## config.mk

```make
export PLATFORM = sky130hd
export DESIGN_NAME = mdu_ctrl
export DESIGN_NICKNAME = d
export VERILOG_FILES = /design/src/rtl/mdu_pkg.sv /design/src/rtl/mdu_step.sv /design/src/rtl/mdu_ctrl.sv
export SDC_FILE = /design/constraint.sdc
export NUM_CORES = 1
export LEC_CHECK = 0
export CORE_MARGIN = 2
export CORE_UTILIZATION = 35
export DETAILED_ROUTE_END_ITERATION = 8
export DONT_BUFFER_PORTS = 1
export SYNTH_ARGS = -nofsm -noshare
export SYNTH_HDL_FRONTEND = slang
export SYNTH_SLANG_ARGS = --single-unit
```

## constraint.sdc

```tcl
create_clock -name clk_i -period 3.7 [get_ports clk_i]
set_clock_uncertainty 0.1 [all_clocks]
set_input_delay 0.185 -clock clk_i [delete_from_list [all_inputs] [get_ports clk_i]]
set_output_delay 0.185 -clock clk_i [all_outputs]
set_load 0.02 [all_outputs]
```

## src/rtl/mdu_pkg.sv

```systemverilog
// rtl/mdu_pkg.sv - shared op/state encodings and decode helpers for the MDU
package mdu_pkg;

    typedef enum logic [1:0] {
        MDU_MULTU = 2'b00,
        MDU_MULT  = 2'b01,
        MDU_DIVU  = 2'b10,
        MDU_DIV   = 2'b11
    } mdu_op_e;

    typedef enum logic [1:0] {
        S_IDLE = 2'b00,
        S_PREP = 2'b01,
        S_RUN  = 2'b10,
        S_FIX  = 2'b11
    } mdu_state_e;

    function automatic logic is_signed(input logic [1:0] op);
        return (op == MDU_MULT) || (op == MDU_DIV);
    endfunction

    function automatic logic is_div(input logic [1:0] op);
        return (op == MDU_DIVU) || (op == MDU_DIV);
    endfunction

endpackage

```

## src/rtl/mdu_step.sv

```systemverilog
// rtl/mdu_step.sv - one radix-2 iteration: shift-add multiply or restoring divide
module mdu_step
    import mdu_pkg::*;
#(
    parameter int WIDTH = 32
) (
    input  logic [2*WIDTH-1:0] acc,
    input  logic [WIDTH-1:0]   operand,
    input  logic               div_mode,
    output logic [2*WIDTH-1:0] acc_next,
    output logic               q_bit
);

    logic [WIDTH:0] sum;
    logic [WIDTH:0] diff;

    // Multiply: acc = {partial product, remaining multiplier bits}, shifting right.
    // Divide: acc = {remainder, remaining dividend bits}, shifting left; the
    // quotient bit leaves bit 0 clear and is merged by the caller.
    always_comb begin
        sum      = {1'b0, acc[2*WIDTH-1:WIDTH]} + {1'b0, operand};
        diff     = acc[2*WIDTH-1:WIDTH-1] - {1'b0, operand};
        acc_next = acc;
        q_bit    = 1'b0;
        if (div_mode) begin
            q_bit = ~diff[WIDTH];
            if (q_bit) begin
                acc_next = {diff[WIDTH-1:0], acc[WIDTH-2:0], 1'b0};
            end else begin
                acc_next = {acc[2*WIDTH-2:0], 1'b0};
            end
        end else begin
            if (acc[0]) begin
                acc_next = {sum, acc[WIDTH-1:1]};
            end else begin
                acc_next = {1'b0, acc[2*WIDTH-1:WIDTH], acc[WIDTH-1:1]};
            end
        end
    end

endmodule

```

## src/rtl/mdu_ctrl.sv

```systemverilog
// rtl/mdu_ctrl.sv - iterative MULT/DIV sequencer owning HI/LO with pipeline stall
module mdu_ctrl
    import mdu_pkg::*;
#(
    parameter int WIDTH = 32
) (
    input  logic             clk_i,
    input  logic             rst_i,
    input  logic             start_i,
    input  logic [1:0]       op_i,
    input  logic [WIDTH-1:0] src1_i,
    input  logic [WIDTH-1:0] src2_i,
    input  logic             hilo_rd_i,
    input  logic [1:0]       hilo_we_i,
    input  logic [WIDTH-1:0] hilo_wdata_i,
    output logic [WIDTH-1:0] hi_o,
    output logic [WIDTH-1:0] lo_o,
    output logic             busy_o,
    output logic             stall_o,
    output logic             done_o
);

    localparam int CW = $clog2(WIDTH);

    mdu_state_e state, state_next;

    logic [1:0]         op_q;
    logic [WIDTH-1:0]   a_q, b_q, opnd;
    logic [2*WIDTH-1:0] acc, step_acc, prod_fix;
    logic               q_bit;
    logic [CW-1:0]      cnt;
    logic               neg_res, neg_rem;
    logic [WIDTH-1:0]   abs1, abs2, quo_fix, rem_fix;
    logic [WIDTH-1:0]   hi, lo;
    logic               busy, done;

    mdu_step #(.WIDTH(WIDTH)) u_step (
        .acc      (acc),
        .operand  (opnd),
        .div_mode (is_div(op_q)),
        .acc_next (step_acc),
        .q_bit    (q_bit)
    );

    always_comb begin
        abs1     = (is_signed(op_q) && a_q[WIDTH-1]) ? -a_q : a_q;
        abs2     = (is_signed(op_q) && b_q[WIDTH-1]) ? -b_q : b_q;
        prod_fix = neg_res ? -acc : acc;
        quo_fix  = neg_res ? -acc[WIDTH-1:0] : acc[WIDTH-1:0];
        rem_fix  = neg_rem ? -acc[2*WIDTH-1:WIDTH] : acc[2*WIDTH-1:WIDTH];
    end

    always_ff @(posedge clk_i) begin
        if (rst_i) begin
            state <= S_IDLE;
        end else begin
            state <= state_next;
        end
    end

    always_comb begin
        state_next = state;
        case (state)
            S_IDLE: if (start_i) state_next = S_PREP;
            S_PREP: state_next = S_RUN;
            S_RUN:  if (cnt == '0) state_next = S_FIX;
            S_FIX:  state_next = S_IDLE;
            default: state_next = S_IDLE;
        endcase
    end

    always_ff @(posedge clk_i) begin
        if (rst_i) begin
            op_q    <= '0;
            a_q     <= '0;
            b_q     <= '0;
            opnd    <= '0;
            acc     <= '0;
            cnt     <= '0;
            neg_res <= 1'b0;
            neg_rem <= 1'b0;
            hi      <= '0;
            lo      <= '0;
            busy    <= 1'b0;
            done    <= 1'b0;
        end else begin
            busy <= (state_next != S_IDLE);
            done <= (state == S_FIX);
            case (state)
                S_IDLE: begin
                    // A start in the same cycle as an MT write takes priority.
                    if (start_i) begin
                        op_q <= op_i;
                        a_q  <= src1_i;
                        b_q  <= src2_i;
                    end else begin
                        if (hilo_we_i[1]) hi <= hilo_wdata_i;
                        if (hilo_we_i[0]) lo <= hilo_wdata_i;
                    end
                end
                S_PREP: begin
                    acc     <= {{WIDTH{1'b0}}, abs1};
                    opnd    <= abs2;
                    neg_res <= is_signed(op_q) & (a_q[WIDTH-1] ^ b_q[WIDTH-1]);
                    neg_rem <= is_signed(op_q) & a_q[WIDTH-1];
                    cnt     <= CW'(WIDTH - 1);
                end
                S_RUN: begin
                    acc <= step_acc | {{(2*WIDTH-1){1'b0}}, q_bit};
                    cnt <= cnt - 1'b1;
                end
                S_FIX: begin
                    if (!is_div(op_q)) begin
                        hi <= prod_fix[2*WIDTH-1:WIDTH];
                        lo <= prod_fix[WIDTH-1:0];
                    end else if (b_q == '0) begin
                        hi <= a_q;
                        lo <= '1;
                    end else begin
                        hi <= rem_fix;
                        lo <= quo_fix;
                    end
                end
                default: ;
            endcase
        end
    end

    assign hi_o    = hi;
    assign lo_o    = lo;
    assign busy_o  = busy;
    assign done_o  = done;
    assign stall_o = busy & (start_i | hilo_rd_i | (|hilo_we_i));

endmodule

```

## Word-level counts from Yosys, hierarchy flattened

Index checks and enable logic that the tools add are counted.

| storage, ports and cells | value |
|---|---|
| register bits | 237 |
| latch bits | 0 |
| memory bits (writable) | 0 |
| bits in read-only memories | 0 |
| bits of input ports | 104 |
| output and inout port bits | 67 |
| word-level logic and storage cells | 76 |
| memories kept | 0 |

| cells by class | value |
|---|---|
| add/sub/neg operators | 8 |
| $mul | 0 |
| divide/modulo/power cells | 0 |
| order comparisons | 0 |
| eq/ne operators | 9 |
| shift operators | 0 |
| muxes and demuxes | 24 |
| bitwise gates (word level) | 8 |
| reduce and logical (&&, ||, !) cells | 14 |

Operators with widths:

| kind | number |
|---|---|
| $mux 32 | 12 |
| $mux 64 | 4 |
| $neg 32->32 | 4 |
| $pmux 32 s2 | 2 |
| $pmux 64 s2 | 1 |
| $neg 64->64 | 1 |
| $or 64x1->64 | 1 |
| $add 32x32->33 | 1 |
| $sub 33x32->33 | 1 |
| $logic_not 32->1 | 1 |
| $pmux 5 s2 | 1 |
| $eq 2x2->1 const B | 4 |
| $pmux 2 s4 | 1 |
| $ne 2x2->1 const B | 3 |
| $reduce_and 3->1 | 2 |
| $reduce_bool 2->1 | 3 |
| $logic_not 5->1 | 1 |
| $sub 5x1->5 const B | 1 |
| $eq 2x1->1 const B | 2 |
| $mux 2 | 2 |
| $and 1x1->1 | 3 |
| $logic_and 1x1->1 | 2 |
| $logic_not 2->1 | 1 |
| $logic_or 1x1->1 | 2 |
| other kinds (6) | 7 |

## Depth between registers and ports, before layout

| depth | value |
|---|---|
| depth after elaboration | 5 |
| mapped depth | 14 |
| depth with buffers taken out | 12 |

## Modules after synthesis

From an unflattened synthesis, not the netlist that was laid out.

| second synthesis, totals | value |
|---|---|
| cell total of the unflattened synthesis | 2393 |
| area total of the unflattened synthesis | 17748.3 um^2 |

By module, submodules not included:

| module | instances | cells each | area an instance (um^2) | seq. area each (um^2) |
|---|---|---|---|---|
| mdu_ctrl | 1 | 1681 | 12937.4 | 4744.6 |
| mdu_step | 1 | 712 | 4810.9 | 0.0 |

## Worst setup path after synthesis

No wires, ideal clock.

| timing path | value |
|---|---|
| kind | register to register |
| start point | reg acc[31] |
| end point | reg acc[52] |
| library setup time | 122 ps |
| arrival | 3328 ps |
| required time | 3478 ps |
| path slack | 150 ps |
| cell stages (with the launch flop) | 13 |
| path buffers | 0 |
| period minus slack after synthesis | 3550 ps |
| path through | dfxtp_1 > inv_1 > ha_1 > fa_1 > nor2b_1 > o31ai_1 > a211oi_1 > o21a_1 > a311oi_1 > o21a_1 > nor2_1 > mux2_2 > a221o_1 |

| between the ends | value |
|---|---|
| cells in the longest elaborated chain, start to end | 5 |

Ends and longest elaborated chain:

| item | RTL line | RTL |
|---|---|---|
| start, declared | mdu_ctrl.sv:29 | `logic [2*WIDTH-1:0] acc, step_acc, prod_fix;` |
| start signal, assigned | mdu_ctrl.sv:102 | `acc <= {{WIDTH{1'b0}}, abs1};` |
| start signal, assigned | mdu_ctrl.sv:109 | `acc <= step_acc \| {{(2*WIDTH-1){1'b0}}, q_bit};` |
| $sub 33x32->33 | mdu_step.sv:22 | `diff = acc[2*WIDTH-1:WIDTH-1] - {1'b0, operand};` |
| $mux 64 | mdu_step.sv:27 | `if (q_bit) begin` |
| $mux 64 | mdu_step.sv:25 | `if (div_mode) begin` |
| $or 64x1->64 | mdu_ctrl.sv:109 |  |
| $pmux 64 s2 | mdu_ctrl.sv:89 | `case (state)` |

No other way between the ends.
A chain may end at the register's enable or synchronous reset.

## Worst setup path in the final report

| timing path | value |
|---|---|
| start point | reg acc[16] |
| end point | reg hi[29] (netlist: hi_o[29]) |

| between the ends | value |
|---|---|
| cells in the longest elaborated chain, start to end | 4 |

Ends and longest elaborated chain:

| item | RTL line | RTL |
|---|---|---|
| $neg 64->64 | mdu_ctrl.sv:48 | `prod_fix = neg_res ? -acc : acc;` |
| $mux 64 | mdu_ctrl.sv:48 |  |
| $mux 32 | mdu_ctrl.sv:113 | `if (!is_div(op_q)) begin` |
| $pmux 32 s2 | mdu_ctrl.sv:89 |  |
| end signal, assigned | mdu_ctrl.sv:114 | `hi <= prod_fix[2*WIDTH-1:WIDTH];` |
| end signal, assigned | mdu_ctrl.sv:117 | `hi <= a_q;` |
| end signal, assigned | mdu_ctrl.sv:120 | `hi <= rem_fix;` |
| end, declared | mdu_ctrl.sv:34 | `logic [WIDTH-1:0] hi, lo;` |

No other way between the ends.

==> out/results.txt <==
Synth Area in Adders -> 5.48%
WL met3 -> 5690 um
Global route overflow -> 0
Cells after synthesis -> 2353
Die width -> 227 um
Ys flop type -> dfxtp_1
Fin crit period -> 3.54 ns
Synth cell types -> 74
Placed Cells -> 2954
H-tree levels -> 1
Max Root-Sink Buffers -> 3
Multi-input gate area -> 11700 um^2
Diode count -> 0
Synth Area in Simple Gates -> 19.3%
Initial antenna violation count -> 1
Synth Register Bits -> 237
Worst-Margin Slew -> 1.07 ns
Max_cap viols -> 0
Slew headroom -> 28.5%
Count leader, synth -> nand2_1
Detailed placer's ending HPWL -> 52100 um
Detailed-route wire length on metal 1 -> 30700 um
Die Height -> 227 um
Internal power -> 0.00782 W
Ranking of synthesized cells by area -> dfxtp_1 27%, a21oi_1 7.3%, nand2_1 7.1%
Layout cells sized above 1 -> 9.60%
Non-Filler Instances -> 3111
Post-layout util -> 42.3%
Total power -> 0.0148 W
Final net count -> 2604
I/O Pins -> 171
Switching Share -> 47.0%
Post-synthesis mux area share -> 3.03%
CTS root buffer -> clkbuf_16
Worst setup SP type -> flip-flop
Area after DPL -> 18600 um^2
# fillers -> 4957
Switching power -> 0.00693 W
Routed len/inst -> 22.6 um
Postcts setup bufs -> 0
Syn_area_per_cell -> 7.39 um^2
Main combinational cell family by area after synthesis -> compound AO/OA/AOI/OAI gates
Lkg Pwr -> 7.84 nW
Compound-Gate Fraction of Synth Area -> 29.5%
Clock sinks -> 237
Worst EP required -> 4.07 ns
Cell area after synthesis -> 17400 um^2
Area Growth Syn to Fin -> 18.9%
ANT nets after route -> 0
Area share of the largest cell type after synthesis -> 27.3%
Xor/xnor share of the synthesized area -> 9.47%
Run status -> finished, final reports clean
Asr flop ratio synth -> 0%
Worst-Skew Late Latency -> 0.59 ns
Combinational share of power -> 52.9%
Vias in the first global route -> 17500
Via/cell ratio -> 5.95
Synth cell count leaders -> 331 x nand2_1, 253 x a21oi_1, 237 x dfxtp_1
Top sig layer -> met5
Slew Limit Fails -> 0
First-pass GRT wire length -> 106000 um
Site Rows -> 81
DR DRC count -> 0
Crit-path max FO -> 10
Tcrit/Tclk final -> 95.6%
Drt first pass iters -> 6
Fin area -> 20700 um^2
Met2 WL -> 31700 um
Flop pwr share -> 26.7%
Num CTS Buffers -> 28
Register area -> 4750 um^2
PortBufs -> 0
HP Class -> in -> reg
Reg clk slew, reported paths -> 0.07 ns
GRT Util Overall -> 26.6%
Pwr/cell area -> 713 nW/um^2
Core ar. -> 49000 um^2
FMAX -> 0.283 GHz
Yosys warns -> 0
VDD IR max -> 0.743 mV
Largest net degree at the start of global routing -> 201
Post-synthesis sequential area ratio -> 27.3%
Clock share of power -> 20.4%
Worst EP arrival -> 3.91 ns
Vias -> 18500
Number of synthesized flops with an enable pin -> 0
Nature of the critical path endpoint -> flip-flop
Die ar. -> 51500 um^2
DRT Wirelength -> 70300 um
Crit Path Category -> reg -> reg
CTS tree -> done
Placer Congestion -> 0.961
Post-synth top area cell -> dfxtp_1
Final setup viols -> 0
Fin. Hold Viols -> 0
Setup_tns -> 0 ns
Initial DRC count -> 1904
Starting Density -> 35.5%
Synthesized netlist net count -> 2532
==> worst max-delay path: stages (launching register included) <==
cell and delay, ns:
dfxtp_1 0.31, or4_4 0.54, or3_4 0.36, or4_4 0.56, or4_4 0.46, buf_12 0.16, nor3_2 0.13, nor3_1 0.06
a21o_1 0.15, a2111oi_0 0.48, o21ai_1 0.09
==> metal layers <==
layer / global-route usage (%) / up-vias
met1: 36.5 / 8934
met2: 42.9 / 791
met5: 0 / -
li1: - / 8650
met3: 4.23 / 129
met4: 7.67 / 2
==> through the flow <==
step	worst slack, ns	hold WS (ns)
floorplan	0.150	0.221
global placement	0.00809	0.170
detailed placement	-0.0532	0.172
CTS	0.0698	0.0206
global route	-0.0409	0.0658
finish	0.162	0.0149
==> power by group through the flow <==
stage | logic (W) | registers [W] | clock network, W
5_1_grt | 0.00846 | 0.00398 | 0.00314
2_1_floorplan | 0.00504 | 0.00365 | 0
4_1_cts | 0.00760 | 0.00391 | 0.00303
3_3_place_gp | 0.00731 | 0.00395 | 0
6_report | 0.00781 | 0.00394 | 0.00301
3_5_place_dp | 0.00738 | 0.00396 | 0
==> kinds of logic after synthesis <==
kind of cell	count (synthesis)
XOR/XNOR	188
AND/OR/NAND/NOR	746
AO/OA/AOI/OAI	788
adder cells (fa/ha/maj)	75
buffers and inverters	267
multiplexers	52
flip-flops	237
==> cell type report <==
type	instances	area share (%)
multi-input combinational	1849	56.6
sequential	237	23.0
tap	664	4.02
clock inverter	13	0.907
timing repair buffer	238	10.4
clock buffer	39	3.88
inverter	71	1.29
==> cells in the final DEF, fill, tap and decap left out, drive strengths merged, types with 10 or more instances in the layout <==
master / netlist / routed
nand2: 331 / 331
a21oi: 253 / 253
dfxtp: 237 / 237
nor2: 180 / 180
o21ai: 147 / 147
buf: 27 / 134
xnor2: 123 / 123
dlygate4sd3: 0 / 104
ha: 73 / 73
inv: 70 / 70
o211ai: 68 / 68
a211oi: 66 / 66
xor2: 65 / 65
nor3: 51 / 51
mux2i: 47 / 47
o221ai: 40 / 40
nand3: 39 / 39
clkbuf: 169 / 39
a21o: 36 / 36
o31ai: 26 / 26
or3: 23 / 23
or4: 21 / 21
a22oi: 19 / 19
nand2b: 19 / 19
a32o: 18 / 18
o21bai: 16 / 16
nor4: 16 / 16
o41ai: 15 / 15
a221oi: 13 / 13
or2: 12 / 12
o21a: 11 / 11
nand4: 10 / 10
nor2b: 10 / 10
a311oi: 10 / 10
==> final timing paths <==
path,end,slack [ns],cells after the start,from
worst max register to register,hi_o[29],0.16,10,acc[16]
worst min register to register,b_q[4],0.38,2,b_q[4]
worst max-delay path,hi_o[29],0.16,10,acc[16]
worst min-delay path,acc[6],0.01,2,rst_i
==> registers in the layout (all words and copies together), names as in the netlist <==
register / flops
acc: 64
a_q: 32
b_q: 32
hi_o: 32
lo_o: 32
opnd: 32
cnt: 5
op_q: 2
state: 2
busy_o: 1
done_o: 1
neg_rem: 1
neg_res: 1
==> timing repair <==
item | in CTS | in global routing
gates resized for setup | 2 | 11
pin swaps | 0 | 1
endpoints found under the setup margin | 6 | 52
hold buffers | 105 | 0
hold endpoints to repair | 207 | 0
gates cloned | 0 | 0
Note: power is estimated with default switching activity, not from simulation.
